<file path="src/rtl/stall_ctrl_if.sv">
// Handshake bundle between the pipeline stages and the hazard controller.
// master : the pipeline side. It drives ready, the per-stage stall requests
//          and the EX redirect pulse, and it consumes the stall vector,
//          flush, the debug state and the stall-cycle counter.
// slave  : stall_ctrl itself.
interface stall_ctrl_if #(
  parameter int CNT_W = 32
);
  logic             rdy;
  logic             stallreq_if;
  logic             stallreq_id;
  logic             stallreq_ex;
  logic             stallreq_mem;
  logic             goback_from_ex;
  logic [5:0]       stall;
  logic             flush;
  logic [1:0]       busy_state;
  logic [CNT_W-1:0] stall_cycles;

  modport master (
    output rdy, stallreq_if, stallreq_id, stallreq_ex, stallreq_mem, goback_from_ex,
    input  stall, flush, busy_state, stall_cycles
  );

  modport slave (
    input  rdy, stallreq_if, stallreq_id, stallreq_ex, stallreq_mem, goback_from_ex,
    output stall, flush, busy_state, stall_cycles
  );
endinterface

</file>
<file path="src/rtl/stall_ctrl.sv">
// Central pipeline hazard controller for the 5-stage core.
// It merges the IF/ID/EX/MEM stall requests into the shared stall vector.
// It sequences EX mispredict redirects, deferring them while EX/MEM is held.
// After a redirect it ignores stale IF stall requests for a fixed window.
// It also counts stalled cycles with a saturating counter.
// Ports:
//   clk  : core clock
//   rst  : asynchronous reset, active-low
//   bus  : stall_ctrl_if.slave
//          inputs  : rdy, stallreq_*, goback_from_ex
//          outputs : stall[5:0] (pc, if_id, id_ex, ex_mem, mem_wb, wb), flush,
//                    busy_state, stall_cycles
module stall_ctrl #(
  parameter int CNT_W           = 32,
  parameter int REDIRECT_CYCLES = 1
) (
  input  logic         clk,
  input  logic         rst,
  stall_ctrl_if.slave  bus
);

  typedef enum logic [1:0] {
    IDLE     = 2'd0,
    HOLD     = 2'd1,
    SUPPRESS = 2'd2
  } state_t;

  localparam logic [3:0]       RELOAD  = 4'(REDIRECT_CYCLES);
  localparam logic [CNT_W-1:0] CNT_MAX = '1;
  localparam logic [CNT_W-1:0] CNT_ONE = {{(CNT_W-1){1'b0}}, 1'b1};

  state_t           state_q, state_d;
  logic             pending_q, pending_d;
  logic [3:0]       sup_cnt_q, sup_cnt_d;
  logic [CNT_W-1:0] stall_cycles_q, stall_cycles_d;
  logic [5:0]       stall_c;
  logic             flush_c;

  // Stall vector: a freeze stops everything. Otherwise the deepest requesting
  // stage wins. IF requests are stale right after a redirect, so they are
  // masked while in SUPPRESS.
  always_comb begin
    stall_c = 6'b000000;
    if (!bus.rdy)                                         stall_c = 6'b111111;
    else if (bus.stallreq_mem)                            stall_c = 6'b011111;
    else if (bus.stallreq_ex)                             stall_c = 6'b001111;
    else if (bus.stallreq_id)                             stall_c = 6'b000111;
    else if (bus.stallreq_if && (state_q != SUPPRESS))    stall_c = 6'b000011;
  end

  // Redirect sequencing. A redirect can only be applied when ex_mem is moving
  // (stall[3]=0); otherwise it is parked in HOLD until the hold clears.
  always_comb begin
    state_d        = state_q;
    pending_d      = pending_q;
    sup_cnt_d      = sup_cnt_q;
    stall_cycles_d = stall_cycles_q;
    flush_c        = 1'b0;

    if (bus.rdy) begin
      if ((stall_c != 6'b000000) && (stall_cycles_q != CNT_MAX))
        stall_cycles_d = stall_cycles_q + CNT_ONE;

      case (state_q)
        HOLD: begin
          // EX is frozen while here, so a further goback is a repeat and is ignored.
          if (pending_q && !stall_c[3]) begin
            flush_c   = 1'b1;
            pending_d = 1'b0;
            state_d   = SUPPRESS;
            sup_cnt_d = RELOAD;
          end else if (!pending_q) begin
            state_d   = IDLE;
          end
        end
        IDLE, SUPPRESS: begin
          // The count holds the remaining masked cycles, this one included.
          if (state_q == SUPPRESS) begin
            if (sup_cnt_q <= 4'd1) begin
              state_d   = IDLE;
              sup_cnt_d = 4'd0;
            end else begin
              sup_cnt_d = sup_cnt_q - 4'd1;
            end
          end
          if (bus.goback_from_ex) begin
            if (!stall_c[3]) begin
              flush_c   = 1'b1;
              state_d   = SUPPRESS;
              sup_cnt_d = RELOAD;
            end else begin
              pending_d = 1'b1;
              state_d   = HOLD;
            end
          end
        end
        default: begin
          state_d   = IDLE;
          pending_d = 1'b0;
          sup_cnt_d = 4'd0;
        end
      endcase
    end
  end

  always_ff @(posedge clk or negedge rst) begin
    if (!rst) begin
      state_q        <= IDLE;
      pending_q      <= 1'b0;
      sup_cnt_q      <= 4'd0;
      stall_cycles_q <= '0;
    end else begin
      state_q        <= state_d;
      pending_q      <= pending_d;
      sup_cnt_q      <= sup_cnt_d;
      stall_cycles_q <= stall_cycles_d;
    end
  end

  assign bus.stall        = stall_c;
  assign bus.flush        = flush_c;
  assign bus.busy_state   = state_q;
  assign bus.stall_cycles = stall_cycles_q;

endmodule

</file>
<file path="src/flat_wrapper.sv">
// flat-port wrapper written by rule: the top's interface ports become plain ports
module stall_ctrl_flat 
#(
  parameter int CNT_W           = 32,
  parameter int REDIRECT_CYCLES = 1
)
  (clk, rst, bus_rdy, bus_stallreq_if, bus_stallreq_id, bus_stallreq_ex, bus_stallreq_mem, bus_goback_from_ex, bus_stall, bus_flush, bus_busy_state, bus_stall_cycles);
  stall_ctrl_if #(.CNT_W(CNT_W)) bus_i ();
  input  logic clk;
  input  logic rst;
  input wire logic [$bits(bus_i.rdy)-1:0] bus_rdy;
  input wire logic [$bits(bus_i.stallreq_if)-1:0] bus_stallreq_if;
  input wire logic [$bits(bus_i.stallreq_id)-1:0] bus_stallreq_id;
  input wire logic [$bits(bus_i.stallreq_ex)-1:0] bus_stallreq_ex;
  input wire logic [$bits(bus_i.stallreq_mem)-1:0] bus_stallreq_mem;
  input wire logic [$bits(bus_i.goback_from_ex)-1:0] bus_goback_from_ex;
  output wire logic [$bits(bus_i.stall)-1:0] bus_stall;
  output wire logic [$bits(bus_i.flush)-1:0] bus_flush;
  output wire logic [$bits(bus_i.busy_state)-1:0] bus_busy_state;
  output wire logic [$bits(bus_i.stall_cycles)-1:0] bus_stall_cycles;
  assign bus_i.rdy = bus_rdy;
  assign bus_i.stallreq_if = bus_stallreq_if;
  assign bus_i.stallreq_id = bus_stallreq_id;
  assign bus_i.stallreq_ex = bus_stallreq_ex;
  assign bus_i.stallreq_mem = bus_stallreq_mem;
  assign bus_i.goback_from_ex = bus_goback_from_ex;
  assign bus_stall = bus_i.stall;
  assign bus_flush = bus_i.flush;
  assign bus_busy_state = bus_i.busy_state;
  assign bus_stall_cycles = bus_i.stall_cycles;
  stall_ctrl #(.CNT_W(CNT_W), .REDIRECT_CYCLES(REDIRECT_CYCLES)) u_core (.clk(clk), .rst(rst), .bus(bus_i));
endmodule
</file>
<file path="config.mk">
export PLATFORM = sky130hd
export DESIGN_NAME = stall_ctrl_flat
export DESIGN_NICKNAME = d
export VERILOG_FILES = /design/src/rtl/stall_ctrl_if.sv /design/src/rtl/stall_ctrl.sv /design/src/flat_wrapper.sv
export SDC_FILE = /design/constraint.sdc
export NUM_CORES = 1
export LEC_CHECK = 0
export CAP_MARGIN = 20
export CORE_MARGIN = 3
export CORE_UTILIZATION = 35
export CTS_BUF_LIST = sky130_fd_sc_hd__clkbuf_16
export DETAILED_ROUTE_END_ITERATION = 12
export SLEW_MARGIN = 0
export SYNTH_ARGS = -nofsm -noshare
export SYNTH_HDL_FRONTEND = slang
export SYNTH_SLANG_ARGS = --single-unit
export TNS_END_PERCENT = 1
</file>
<file path="constraint.sdc">
create_clock -name clk -period 3.79 [get_ports clk]
set_input_delay 0.5685 -clock clk [delete_from_list [all_inputs] [get_ports clk]]
set_output_delay 0.5685 -clock clk [all_outputs]
set_load 0.02 [all_outputs]
</file>
==> run metrics <==
status=completed; Slew Viols, Final=0; largest cells by area after synthesis=dfrtp_1 47%, xor2_1 8.4%, xnor2_1 5.0%; Num CTS Buffers=5; Root Buffer=clkbuf_16; max-cap viol count=0; post-place setup slack=812 ps; VDD IR max=0.367 mV; aggregate global routing overflow=0; RR Endpoint=u_core.bus.stall_cycles[31]; hold slack=388 ps; Die Span X=83.4 um; post-layout net count=272; share of cells above drive strength 1=8.78%; Reg2Reg Setup Slack=1270 ps; I/O pin cnt=49; Die Area=6960 um2; postcts setup bufs=0; Skew-Pair Late Insertion Delay=280 ps; Hold Vio Cnt, Final=0; commonest non-fill, non-tap cell in the layout=clkdlybuf4s50_1; drt wl/cell=14.3 um; crit end category=primary output; vias per cell=5.06; Main synth FF type=dfrtp_1; Post-Syn Instances=211; final antenna-violating net count=0; Synth Area per Inst=9.94 um2; Starting Density=37.2%; min-delay worst type=primary input to async pin; Worst-Margin Slew=851 ps; Max Fanout on Critical Path=5; Reg2Reg Depth=6; largest area contributor in the netlist=dfrtp_1; Post-synth ARST share=100%; CTS sink cnt=39; Setup WS post-layout=820 ps; Setup CP Type=primary input to primary output; Slew headroom=43.3%; Pwr Total=1480 uW; Post-CTS Hold Buffers=0; endpoints failing setup=0; ANT cells=0; P_leak=0.00120 uW; Req. time, crit path=3220 ps; global-route wire length before repair=8.36 mm; Reg2Reg Launch Point=u_core.bus.stall_cycles[10]; core box area=5640 um2; H-tree Lvls=2; FMAX=0.337 GHz; setup TNS=0 ps; GRT Total Usage=14.6%; Routability Congestion=0.734; sequential share of the synthesized area=46.5%; share of the synthesized area in the top cell type=46.5%; initial antenna violation count=0; pwr dens=524 nW/um2; Max Buffers Root-to-Sink=2; most frequent cells in the layout=47 x clkdlybuf4s50_1, 39 x dfrtp_1, 23 x nand2_1, 20 x xor2_1, 17 x nor2_1; WL final=4.78 mm; Detailed Route Iter0 Violations=90; Tcrit/Tclk final=78.4%; CTS tree=built; number of global-route vias before repair=1699; # rows=27; CP arrival=2400 ps; Die H=83.4 um; Vias=1690; PortBufs=48; Setup Skew=5.97 ps; synth-to-layout area growth=35.0%; largest net degree at the start of global routing=40; synthesized net count=222; detailed placement HPWL=3.48 mm; synth unique cells=46; DRT Pass-1 Iters=4; Setup crit start kind=primary input; clock transition at the registers of the reported paths=60 ps; count of flip-flops with a built-in enable after synthesis=0; RSZ-0062 raised after global routing=no; yosys synthesis warning count=0; post-cts sizing count=0; Tmin final=2970 ps; Remaining DRCs=0; flops & latches, synth=39; cell area after synthesis=2100 um2
registers in the layout, summed over array words and instances (netlist names):
signal and flops:
u_core.sup_cnt_q 4, u_core.bus.stall_cycles 32, u_core.pending_q 1, u_core.bus.busy_state 2
critical path: stages:
cell and delay [ps]:
clkdlybuf4s50_1 480, or3b_1 430, a211o_1 360, clkdlybuf4s50_1 560
synthesized netlist by cell type, types with 2 or more instances:
master	n
nand2_1	23
dfrtp_1	39
or3_1	2
xnor2_1	12
nand3b_1	2
ha_1	3
o21bai_1	3
nor2_1	17
nor3_1	8
nor4_1	7
nand4_1	8
nor3_2	3
a21oi_1	4
inv_1	9
xor2_1	20
o21ai_0	5
and4_1	4
clkbuf_1	3
or2_2	2
nand3_1	8
nand2b_1	3
buf_2	2
worst max path at each step:
stage	start	end	slack, ps	depth (start not counted)
floorplan	bus_rdy	u_core.bus.stall_cycles[27]	1360	7
global placement	bus_rdy	bus_stall[1]	840	4
detailed placement	bus_rdy	bus_stall[1]	810	4
CTS	bus_rdy	bus_stall[1]	810	4
global route	bus_rdy	bus_stall[0]	730	4
finish	bus_rdy	bus_stall[1]	820	4
report_power, final:
group / internal, uW / leakage (uW) / switching [uW]
Clock: 377 / 0.0000900 / 166
Sequential: 480 / 0.000490 / 94.9
Combinational: 180 / 0.000619 / 186
final cells by class:
class                      count  area, um2
fill                         537       2810
multi-input combinational    156       1050
sequential                    39        976
timing repair buffer          50        490
clock buffer                   5        125
tap                           72       90.1
clock inverter                 3       67.6
inverter                       9       33.8
logic make-up after synthesis:
family          after synthesis  synth area share (%)
xor+xnor                     32                  13.4
compound gates               19                  6.03
buf+inv                      16                  3.52
flops                        39                  46.5
simple gates                100                  27.7
mux                           2                  1.01
fa+ha+maj                     3                  1.79
layer usage:
layer	wire, um	vias up	share of wire, %	global-route usage, %
li1	-	835	-	-
met4	85	0	1.8	5.05
met2	2310	30	48	22.4
met3	142	10	3.0	3.47
met1	2240	815	47	20.2
met5	0	-	0	0
metrics by stage:
stage          util (%)  std cells  cell area (um2)
6_report           50.2        334             2830
5_1_grt            50.2        334             2830
2_1_floorplan         -        211             2100
3_5_place_dp       46.8        326             2640
4_1_cts            50.2        334             2830
3_3_place_gp       46.8        326             2640
Power figures use the tool's default switching activity.
